==> config.mk <==
export PLATFORM = sky130hd
export DESIGN_NAME = video_stream_gen_flat
export DESIGN_NICKNAME = d
export VERILOG_FILES = /design/src/rtl/video_stream_gen_if.sv /design/src/rtl/video_stream_gen.sv /design/src/flat_wrapper.sv
export SDC_FILE = /design/constraint.sdc
export NUM_CORES = 1
export LEC_CHECK = 0
export CORE_ASPECT_RATIO = 0.6
export CORE_MARGIN = 2
export CORE_UTILIZATION = 40
export DETAILED_ROUTE_END_ITERATION = 16
export PLACE_DENSITY_LB_ADDON = 0.05
export SLEW_MARGIN = 20
export SYNTH_ARGS = -nofsm -noshare
export SYNTH_HDL_FRONTEND = slang
export SYNTH_SLANG_ARGS = --single-unit
==> constraint.sdc <==
create_clock -name clk -period 2.75 [get_ports clk]
set_input_delay 0.275 -clock clk [delete_from_list [all_inputs] [get_ports clk]]
set_output_delay 0.275 -clock clk [all_outputs]
set_load 0.01 [all_outputs]
==> src/rtl/video_stream_gen_if.sv <==
// Pixel handshake between an upstream source and the video timing generator.
//   pix_valid : source has a pixel available
//   pix_data  : the pixel
//   pix_ready : sink consumes pix_data this cycle
// master = pixel source, slave = video_stream_gen.
interface video_stream_gen_if #(
    parameter int unsigned DW = 8
) ();
    logic          pix_valid;
    logic [DW-1:0] pix_data;
    logic          pix_ready;

    modport master (
        output pix_valid,
        output pix_data,
        input  pix_ready
    );

    modport slave (
        input  pix_valid,
        input  pix_data,
        output pix_ready
    );
endinterface

==> src/rtl/video_stream_gen.sv <==
// Source-side video timing generator feeding the Sobel pipeline.
// Pulls pixels over a valid/ready handshake and emits vsync/hsync/data with fixed frame timing:
// vsync high for V_FRONT_CLK + IH*H_TOTAL clocks, first hsync V_FRONT_CLK clocks after vsync
// rises, IH lines of H_TOTAL clocks with IW active clocks each, then at least V_BACK_CLK clocks
// of vsync low. Timing never stalls; a missing pixel becomes a zero and sets underflow.
// Ports:
//   clk, rst_n  : clock, synchronous active-low reset
//   enable      : frames are generated while high (sampled in idle and on the last back-porch
//                 cycle)
//   pix         : upstream pixel handshake (slave side), pix_ready high only in active slots
//   dout_vsync  : frame valid
//   dout_hsync  : line valid
//   dout        : pixel aligned with dout_hsync, zero otherwise
//   frame_done  : one-cycle pulse in the first vsync-low cycle after a completed frame
//   underflow   : sticky, an active slot found pix_valid low
// V_FRONT_CLK, V_BACK_CLK, IW and IH are all expected to be at least 1.
module video_stream_gen #(
    parameter int unsigned DW          = 8,
    parameter int unsigned IW          = 640,
    parameter int unsigned IH          = 480,
    parameter int unsigned H_TOTAL     = 1440,
    parameter int unsigned V_FRONT_CLK = 28800,
    parameter int unsigned V_BACK_CLK  = 28800,
    parameter int unsigned CW          = 20
) (
    input  logic                clk,
    input  logic                rst_n,
    input  logic                enable,
    video_stream_gen_if.slave   pix,
    output logic                dout_vsync,
    output logic                dout_hsync,
    output logic [DW-1:0]       dout,
    output logic                frame_done,
    output logic                underflow
);

    localparam logic [CW-1:0] VFrontLast = CW'(V_FRONT_CLK - 1);
    localparam logic [CW-1:0] HActLast   = CW'(IW - 1);
    localparam logic [CW-1:0] HBlankLast = CW'(H_TOTAL - IW - 1);
    localparam logic [CW-1:0] VBackLast  = CW'(V_BACK_CLK - 1);
    localparam logic [CW-1:0] LineLast   = CW'(IH - 1);

    typedef enum logic [2:0] {
        StIdle,
        StVFront,
        StHAct,
        StHBlank,
        StVBack
    } state_e;

    state_e        state_q;
    logic [CW-1:0] clk_cnt_q;
    logic [CW-1:0] line_cnt_q;
    logic          vsync_q;
    logic          hsync_q;
    logic [DW-1:0] dout_q;
    logic          frame_done_q;
    logic          underflow_q;

    // Gated by rst_n so the source never sees a consume while the frame is being aborted.
    assign pix.pix_ready = rst_n && (state_q == StHAct);

    assign dout_vsync = vsync_q;
    assign dout_hsync = hsync_q;
    assign dout       = dout_q;
    assign frame_done = frame_done_q;
    assign underflow  = underflow_q;

    always_ff @(posedge clk) begin
        if (!rst_n) begin
            state_q      <= StIdle;
            clk_cnt_q    <= '0;
            line_cnt_q   <= '0;
            vsync_q      <= 1'b0;
            hsync_q      <= 1'b0;
            dout_q       <= '0;
            frame_done_q <= 1'b0;
            underflow_q  <= 1'b0;
        end else begin
            // Outputs reflect the state of the previous cycle.
            vsync_q      <= (state_q == StVFront) || (state_q == StHAct) ||
                            (state_q == StHBlank);
            hsync_q      <= (state_q == StHAct);
            dout_q       <= ((state_q == StHAct) && pix.pix_valid) ? pix.pix_data : '0;
            // First back-porch cycle: vsync drops on the next edge together with this pulse.
            frame_done_q <= (state_q == StVBack) && (clk_cnt_q == '0);
            if ((state_q == StHAct) && !pix.pix_valid) begin
                underflow_q <= 1'b1;
            end

            clk_cnt_q <= clk_cnt_q + CW'(1);

            unique case (state_q)
                StIdle: begin
                    clk_cnt_q <= '0;
                    if (enable) begin
                        state_q    <= StVFront;
                        line_cnt_q <= '0;
                    end
                end
                StVFront: begin
                    if (clk_cnt_q == VFrontLast) begin
                        state_q   <= StHAct;
                        clk_cnt_q <= '0;
                    end
                end
                StHAct: begin
                    if (clk_cnt_q == HActLast) begin
                        state_q   <= StHBlank;
                        clk_cnt_q <= '0;
                    end
                end
                StHBlank: begin
                    if (clk_cnt_q == HBlankLast) begin
                        clk_cnt_q  <= '0;
                        line_cnt_q <= line_cnt_q + CW'(1);
                        state_q    <= (line_cnt_q == LineLast) ? StVBack : StHAct;
                    end
                end
                StVBack: begin
                    if (clk_cnt_q == VBackLast) begin
                        clk_cnt_q <= '0;
                        if (enable) begin
                            state_q    <= StVFront;
                            line_cnt_q <= '0;
                        end else begin
                            state_q <= StIdle;
                        end
                    end
                end
                default: begin
                    state_q   <= StIdle;
                    clk_cnt_q <= '0;
                end
            endcase
        end
    end

endmodule

==> src/flat_wrapper.sv <==
// flat-port wrapper written by rule: the top's interface ports become plain ports
module video_stream_gen_flat 
#(
    parameter int unsigned DW          = 8,
    parameter int unsigned IW          = 640,
    parameter int unsigned IH          = 480,
    parameter int unsigned H_TOTAL     = 1440,
    parameter int unsigned V_FRONT_CLK = 28800,
    parameter int unsigned V_BACK_CLK  = 28800,
    parameter int unsigned CW          = 20
)
  (clk, rst_n, enable, dout_vsync, dout_hsync, dout, frame_done, underflow, pix_pix_valid, pix_pix_data, pix_pix_ready);
  video_stream_gen_if #(.DW(DW)) pix_i ();
  input  logic clk;
  input  logic rst_n;
  input  logic enable;
  output logic dout_vsync;
  output logic dout_hsync;
  output logic [DW-1:0] dout;
  output logic frame_done;
  output logic underflow;
  input wire logic [$bits(pix_i.pix_valid)-1:0] pix_pix_valid;
  input wire logic [$bits(pix_i.pix_data)-1:0] pix_pix_data;
  output wire logic [$bits(pix_i.pix_ready)-1:0] pix_pix_ready;
  assign pix_i.pix_valid = pix_pix_valid;
  assign pix_i.pix_data = pix_pix_data;
  assign pix_pix_ready = pix_i.pix_ready;
  video_stream_gen #(.DW(DW), .IW(IW), .IH(IH), .H_TOTAL(H_TOTAL), .V_FRONT_CLK(V_FRONT_CLK), .V_BACK_CLK(V_BACK_CLK), .CW(CW)) u_core (.clk(clk), .rst_n(rst_n), .enable(enable), .pix(pix_i), .dout_vsync(dout_vsync), .dout_hsync(dout_hsync), .dout(dout), .frame_done(frame_done), .underflow(underflow));
endmodule
[Yosys cells after proc, flatten, opt, wreduce, memory -nomap -nowiden]
Cells that the tools add are included.
W data, S select, Z words.
Word-level totals
  register bits: 55
  input port bits: 12
  output and inout bits: 13
  word-level logic and storage cells: 53
Operators by class
  reduce and logical (&&, ||, !) cells: 14
  eq/ne operators: 13
  add/sub/neg operators: 2
  multiplexer cells: 16
Operator list (number)
  $mux W20: 6
  $pmux W20 S3: 2
  $add A20 B1 Y20 const B: 2
  $eq A20 B10 Y1 const B: 2
  $eq A20 B15 Y1 const B: 1
  $eq A20 B9 Y1 const B: 1
  $logic_not A20 Y1: 1
  $mux W3: 6
  $pmux W3 S5: 1
  $ne A2 B2 Y1 const B: 5
  $eq A3 B2 Y1 const B: 2
  $reduce_and A5 Y1: 1
  $logic_and A1 B1 Y1: 4
  $eq A3 B1 Y1 const B: 1
  $eq A3 B3 Y1 const B: 1
  $logic_not A3 Y1: 1
  $reduce_and A3 Y1: 1
  $reduce_bool A3 Y1: 1
  $logic_or A1 B1 Y1: 2
  $reduce_and A2 Y1: 1
  $reduce_or A2 Y1: 1
  $logic_not A1 Y1: 1
  $mux W1: 1

[Longest topological paths before layout]
Gate-level depths: netlist of run 1.
  depth after elaboration: 4
  gate-level depth with buffers: 8
  mapped depth without buffers: 6

[Worst setup path after synthesis of run 1]
Ideal clock, no wire load.
  path type: reg2reg
  start: reg u_core.clk_cnt_q[0]
  end: reg u_core.line_cnt_q[13]
  stages on the path, launching flop included: 8
  buffers on the path: 1
  path slack: 0.812 ns
  data arrival time: 1.816 ns
  required time: 2.628 ns
  cell sequence: dfxtp_1 ha_1 and3_1 clkbuf_2 nand3_1 o31a_1 or2_0 o311a_1
On the way
  longest elaborated chain between the ends: 3
  elaborated cells on any way between the ends: 5
  those cells by class: 4 x eq/ne; 1 x reduce/logical
Ends and longest elaborated chain
  from (decl): line video_stream_gen.sv:52  | logic [CW-1:0] clk_cnt_q;
  from (signal assigned): line video_stream_gen.sv:91  | clk_cnt_q <= clk_cnt_q + CW'(1);
  $eq A20 B15 Y1 / $eq A20 B10 Y1 (equally long branches): line video_stream_gen.sv:121, video_stream_gen.sv:114
  $ne A2 B2 Y1 (no source line)
  $reduce_and A3 Y1 (no source line) (*)
  to (signal assigned): line video_stream_gen.sv:116  | line_cnt_q <= line_cnt_q + CW'(1);
  to (decl): line video_stream_gen.sv:53  | logic [CW-1:0] line_cnt_q;
Every way passes the cells marked *; elsewhere a longest branch is shown, timed or not.
A chain may end at the register's enable or synchronous reset.

[Final worst setup path of run 1]
Same ends and word-level chain as after synthesis.

==> impl.org, run 1 <==
** Run status
- The flow ran to the end, and the final reports show no timing, DRC or antenna violations.

** Worst setup path
- The worst setup path is of the reg2reg kind.
- For the worst setup path, the data required time is between 2 and 3 ns.
- CP Data Arrival Time :: approximately 2.5 ns
- Capturing point of the worst reg2reg path :: u_core.line_cnt_q[13]
- Number of cells on the worst reg-to-reg path :: 6
- Crit path capture type :: flop
- Worst-path fanout max :: 13
- Setup slack of the worst register-to-register path :: ~0.41 ns
- The worst setup path is launched from a flop.
- In this run the critical register-to-register path is launched from u_core.clk_cnt_q[0].

** Worst hold path
- For hold timing, the worst endpoint is u_core.clk_cnt_q[0].
- The startpoint identified for the worst hold timing path is u_core.clk_cnt_q[0].
- Cell count of the worst hold path :: 1
- In this run the worst hold path is classified as reg2reg.

** Cells and area
- Once layout is complete, the cells apart from fillers number around 430.
- The multi-input combinational cells in the finished layout cover a total of ~1500 sq um.
- Fill cell count :: 659
- After the last flow step, the layout net total stands at between 300 and 400.
- Of the cells placed in the final design, the portion with a size suffix greater than 1 is under 10%.
- For this run, the share of the core covered by cells in the final layout is a little under half.
- The repair_antennas step left the layout with diodes totalling 0.
- Relative to the synthesized area, the layout overhead comes to 15.3%.
- Area used by sequential logic in the layout :: 1100 sq um

** STA
- Setup violations remaining at the end of the flow were counted as 0.
- Based on the critical path, the design can be clocked at up to between 400 and 500 MHz.
- For the pin with the worst max-slew slack, the measured transition is 0.577 ns.
- Setup repair after global routing left no endpoint under its margin.
- Final Hold Vio Count :: 0
- In the finished design, the share of the clock period the worst path needs comes to a little over four fifths.
- For the finished layout, the period the worst path requires is ~2.3 ns.
- Aggregate negative setup slack :: 0 ns
- On the final layout, the worst clock skew is roughly 0.015 ns.
- The number of pins exceeding their max-slew limit in the final report was 0.
- Headroom to the max-slew limit came out at approximately three fifths.

** Floorplanning
- Effective utilization at floorplan :: a little over 40%
- After floorplanning, the core was sized to cover approximately 6600 sq um.
- Die span in x :: ~110 um
- The die covers between 7000 and 8000 sq um.
- 25 I/O pins were placed.
- DIE HEIGHT :: 67.5 um
- Floorplan row count :: 23

** Logic synthesis
- After synthesis, the cell types taking the most area are sky130_fd_sc_hd__dfxtp_1 (41%), sky130_fd_sc_hd__nor2_1 (5.0%), sky130_fd_sc_hd__xnor2_1 (4.6%).
- Sequential area share after synthesis :: between 40% and 50%
- Cell accounting for the most synthesized area :: sky130_fd_sc_hd__dfxtp_1
- In this run the biggest area consumer among cell types represents about two fifths of the synthesized area.
- A synthesized cell averages approximately 8.6 sq um.
- Among all flip-flop cells after synthesis, the most frequent one is sky130_fd_sc_hd__dfxtp_1.
- Post-Synthesis Net Count :: between 300 and 400
- Netlist area before placement :: roughly 2700 sq um
- For this run, asynchronously set or reset flops after synthesis account for 0%.
- In this run, synthesis produced a sequential element count of 55.
- In the post-synthesis netlist, the cell with the most instances is sky130_fd_sc_hd__dfxtp_1.
- Synth top cells by count :: sky130_fd_sc_hd__dfxtp_1 (55), sky130_fd_sc_hd__nor2_1 (36), sky130_fd_sc_hd__nand2_1 (26)
- Yosys warns :: 0
- Number of cells produced by synthesis :: around 310
- Post-synth EDFFs :: 0
- Number of library cell types mapped by synthesis :: 53

** CTS
- For this design, the CTS-stage hold fixing added 0 buffers.
- H-tree depth reported by CTS :: 2
- Clk root buf :: sky130_fd_sc_hd__clkbuf_8
- Clock-pin transition on the worst setup and hold timing paths :: 0.09 ns
- Clock tree from TritonCTS :: yes
- Buffers inserted during clock tree synthesis total 5.
- Gates resized during post-CTS repair numbered 0.
- The clock passes through at most 2 buffers.
- Counting every sink on the clock net gives 55.
- Latest clock arrival within the worst-skew pair :: ~0.32 ns
- In this run the post-CTS setup repair buffer count came out at 0.

** Power
- Power spread over the standard cell area amounts to about 560 nW/um^2.
- In this run the static leakage power is around 0.97 nW.
- Worst IR drop on VDD :: roughly 0.27 mV

** Global route
- Initial antenna violation count :: 0
- The number of global-route vias before repair came to ~1,900.
- Total GRT Usage :: a little under a fifth
- First-pass GRT wire length :: between 10 and 15 mm
- Congestion Overflow GR :: 0
- Largest net degree at the start of global routing :: 20

** Placed design
- The number of placed instances, taps included, is ~420.
- Routability-driven placement finished with a final weighted congestion of between 0.8 and 0.9.
- Detailed placement ended at an HPWL of roughly 4.7 mm.
- Port buffering added 24 buffers.

** Flow run
- Max capacitance violation total :: 0

** Routing
- DR pass1 iterations :: 5
- The first routing iteration left around 170 violations.
- Average detailed-routed wire length per instance :: roughly 15 um
- Overall via count from detail_route :: around 2,400
- DRC violation count after routing :: 0
- Dividing the detail-routed via count by the number of cells gives 5.61.
- Once detail routing completed, the nets flagged for antenna violations numbered 0.
- The routed design has 6.46 mm of wire.
where the power goes:
part / internal (mW) / leakage [nW] / switching (mW) / total, mW
Combinational: 0.161 / 0.478 / 0.252 / 0.412
Sequential: 0.835 / 0.444 / 0.0344 / 0.870
Clock: 0.180 / 0.0446 / 0.271 / 0.450
final cells by class:
class	count	share of cell area (%)
multi-input cells	236	47.8
flip-flops and latches	55	35.5
repair buffers	30	9.20
well taps	87	3.51
clock buffers	5	2.22
inverters	10	1.21
clock inverters	2	0.565
stage by stage:
step / hold WS (ns) / power [mW] / worst slack [ns] / cell area (sq um)
final: 0.488 / 1.73 / 0.414 / 3100
after global routing: 0.488 / 1.84 / 0.285 / 3100
after CTS: 0.487 / 1.76 / 0.425 / 3100
after detailed placement: 0.470 / 1.30 / 0.441 / 3010
after global placement: 0.453 / 1.30 / 0.506 / 3010
after floorplan: 0.397 / 1.16 / 0.812 / 2690
sequential cells by signal (all words and copies together), names as in the netlist:
| signal | cells |
|---|---|
| u_core.frame_done | 1 |
| u_core.line_cnt_q | 20 |
| u_core.underflow | 1 |
| u_core.state_q | 3 |
| u_core.dout_hsync | 1 |
| u_core.dout | 8 |
| u_core.dout_vsync | 1 |
| u_core.clk_cnt_q | 20 |
metal layers:
layer	vias up	GRT usage (%)	part of all wire, %
li1	1197	-	-
met1	1087	32.5	57
met2	95	20.1	32
met3	5	6.37	9.8
met4	0	4.43	0.60
met5	-	0	0
layout by cell type, fill, tap and decap left out, drive strengths merged, types with 4 or more instances in the layout:
master	n
dfxtp	55
nor2	37
nand2	26
clkdlybuf4s50	24
nor3	17
nand3	16
a21oi	16
xnor2	14
and2	13
inv	11
nor4	10
o21ai	8
nand4	7
a41oi	7
a311oi	7
and3	6
buf	6
xor2	5
clkbuf	5
o31ai	5
a31oi	4
and4	4
or3	4
cells by family after synthesis:
family | count (synthesis) | synth area share (%)
simple gates | 154 | 31.3
compound gates | 59 | 15.8
buf+inv | 23 | 4.00
fa+ha+maj | 3 | 1.40
flops | 55 | 40.9
xor+xnor | 19 | 6.19
mux | 1 | 0.372
how the worst max path moves through the flow:
stage | startpoint | end | depth (start not counted)
6_report | u_core.clk_cnt_q[0] | u_core.line_cnt_q[13] | 6
5_1_grt | u_core.clk_cnt_q[0] | u_core.line_cnt_q[8] | 7
4_1_cts | u_core.clk_cnt_q[0] | u_core.line_cnt_q[13] | 6
3_5_place_dp | u_core.clk_cnt_q[0] | u_core.line_cnt_q[13] | 6
3_3_place_gp | u_core.clk_cnt_q[0] | u_core.line_cnt_q[13] | 6
2_1_floorplan | u_core.clk_cnt_q[0] | u_core.line_cnt_q[13] | 7
worst max-delay path, cell delays in order, from the launching register on:
cell and delay, ns:
sky130_fd_sc_hd__dfxtp_1 0.41, sky130_fd_sc_hd__ha_1 0.21, sky130_fd_sc_hd__and3_1 0.28, sky130_fd_sc_hd__nand3_1 0.22, sky130_fd_sc_hd__o31a_1 0.52, sky130_fd_sc_hd__or2_0 0.28
sky130_fd_sc_hd__o311a_1 0.32
(Power assumes the default switching activity.)
==> run 2: changes to the inputs <==
clock period = 2.1 ns   (was 2.75 ns; I/O delays follow)
==> impl.org, run 2 (synthesized netlist as in run 1, its figures left out) <==
** Run status
- Run status :: finished, final reports clean

** Floorplanning
- The die covers between 7000 and 8000 sq um.
- After floorplanning, the core was divided into 23 placement rows.
- Die span in x :: roughly 110 um
- Effective utilization at floorplan :: around two fifths
- Pin placement for this block handled 25 I/O pins.
- Measured along the y axis, the die boundary spans between 60 and 70 um.
- After floorplanning, the core was sized to cover ~6600 sq um.

** STA
- Final Setup Violations :: 0
- After routing, the total negative slack on setup checks comes to 0 ns.
- For the pin with the worst max-slew slack, the measured transition is ~0.53 ns.
- The number of pins exceeding their max-slew limit in the final report was 0.
- Setup repair after global routing could not meet its margin everywhere.
- Fin crit period :: 2.00 ns
- The final critical path takes up 95.4% of the cycle.
- Minimum hold slack :: approximately 0.45 ns
- Timing would allow up to 499 MHz.
- In this run the tightest slew margin relative to its limit is 64.3%.
- Final Skew :: roughly 0.012 ns
- Final Hold Vio Count :: 0

** Cells and area
- Summing all multi-input logic gate instances after layout gives around 1500 sq um.
- Area used by sequential logic in the layout :: 1100 sq um
- The filler cells instantiated in the layout total roughly 650.
- Post-route design area :: between 3000 and 4000 sq um
- Of the cells placed in the final design, the portion with a size suffix greater than 1 is between 10% and 20%.
- Final core utilization :: between 50 and 60%
- The area growth from synthesis to layout is 24.7%.
- Leading cell types in the layout, fill and taps excluded :: sky130_fd_sc_hd__dfxtp_1 (55), sky130_fd_sc_hd__nor2_1 (36), sky130_fd_sc_hd__buf_4 (29)
- At the end of the flow, the number of nets in the layout was about 380.
- Most common cell after layout, fill and taps aside :: sky130_fd_sc_hd__dfxtp_1
- Antenna cell count :: 0

** Power
- The worst-case IR drop observed on VDD is roughly 0.39 mV.
- Total power :: about 2.5 mW
- For this design the static power due to leakage is 1.12 nW.
- In this run the power density over the cells is approximately 750 nW/um^2.

** CTS
- CTS placed an instance of sky130_fd_sc_hd__clkbuf_8 at the clock tree root.
- Latest clock arrival within the worst-skew pair :: around 0.32 ns
- Number of buffers created by CTS :: 5
- The H-tree generated during clock tree synthesis spans 2 levels.
- After clock tree synthesis, the flow added hold-fix buffers numbering 0.
- Clock tree from TritonCTS :: yes
- Clock-pin transition on the worst setup and hold timing paths :: roughly 0.09 ns
- Max clock buf depth :: 2
- CTS saw 55 sinks.

** Worst setup path
- Reg2reg start :: u_core.clk_cnt_q[1]
- Crit path launch :: u_core.clk_cnt_q[1]
- CP most frequent cell :: sky130_fd_sc_hd__and3_1
- Delay of the slowest cell on the worst path :: between 0.4 and 0.5 ns
- Worst-path fanout max :: 4
- Cells along the critical path :: ha_1 > and3_1 > nand3_1 > buf_4 > o21a_1 > or3_4 > and3_1
- CP Data Arrival Time :: between 2 and 2.5 ns
- Crit path capture type :: flop
- Cell family with most CP delay :: simple AND/OR/NAND/NOR gates
- WP buf/inv :: 1
- The worst setup path is launched from a flop.
- For the worst setup path, the data required time is ~2.3 ns.
- Cell with the biggest individual delay on the critical path :: sky130_fd_sc_hd__or3_4
- The critical path is of the reg2reg type.

** Routing
- Met3 routed WL :: between 500 and 600 um
- The count of nets left with antenna violations once routing finished came out at 0.
- Top layer used by detailed routing :: met4
- Using the TritonRoute via totals, the vias-per-cell ratio works out to approximately 5.6.
- Wire segments on met2 add up to between 2 and 2.5 mm in the final route.
- The first detailed-routing pass took 5 iterations.
- Average detailed-routed wire length per instance :: approximately 15 um
- DRC violation count after routing :: 0
- Metal-1 WL :: around 3.9 mm
- Summed over all layers, the routed wires come to about 7 mm.
- Detailed routing inserted a total of ~2,500 vias.
- For this block, the initial DRC count from the detailed router was about 170.

** Flow run
- Max capacitance violation total :: 0

** Global route
- In the global route stage, overall resource usage came out at around a fifth.
- Initial antenna violation count :: 0
- The first global-routing pass estimated about 11 mm of wire.
- The total overflow left after global routing is 0.
- Entering global routing, the biggest net connects 17 pins.
- The number of global-route vias before repair came to about 2,100.

** Placed design
- During placement, the flow inserted port buffers numbering 24.
- Detailed placement ended at an HPWL of roughly 5.1 mm.
- Placed instance area :: ~3200 sq um
- At the end of routability-driven placement, the weighted congestion stood at roughly 0.85.

** Worst hold path
- Hold path start :: pix_pix_data[0]
- The min-delay analysis places its worst path in the category in2reg.
-- run 2: path summary, 6_finish.rpt --
kind                                       endpoint  slack [ns]  depth (start not counted)
worst min-delay path                 u_core.dout[0]        0.45                          2
worst max-delay path            u_core.clk_cnt_q[1]         0.1                          7
worst max register to register  u_core.clk_cnt_q[1]         0.1                          7
worst min register to register     u_core.underflow        0.48                          2
-- run 2: area by class of cell --
cell class | count | share of cell area (%)
clock buffers | 5 | 2.05
clock inverters | 2 | 1.12
inverters | 10 | 1.12
multi-input cells | 237 | 45.0
flip-flops and latches | 55 | 32.8
well taps | 87 | 3.25
repair buffers | 55 | 14.6
-- run 2: through the flow --
step                      worst slack [ns]  cells
after floorplan                      0.162    314
after global placement               0.120    442
after detailed placement            0.0716    442
after CTS                           0.0469    449
after global routing               -0.0389    451
final                               0.0960    451
-- run 2: timing repair --
| action | CTS | global route |
|---|---|---|
| buffers inserted | 0 | 1 |
| endpoints found under the setup margin | 0 | 18 |
| resized for setup | 0 | 5 |
-- run 2: where the power goes --
group | internal [mW] | switching [mW] | total (mW) | leakage, nW
clock | 0.349 | 0.346 | 0.695 | 0.0502
combinational | 0.300 | 0.370 | 0.670 | 0.630
sequential | 1.09 | 0.0421 | 1.14 | 0.444
-- run 2: per-layer routing --
| layer | vias up | global-route usage [%] |
|---|---|---|
| li1 | 1255 | - |
| met1 | 1178 | 33.6 |
| met2 | 80 | 21.8 |
| met3 | 4 | 7.24 |
| met4 | 0 | 4.59 |
| met5 | - | 0 |
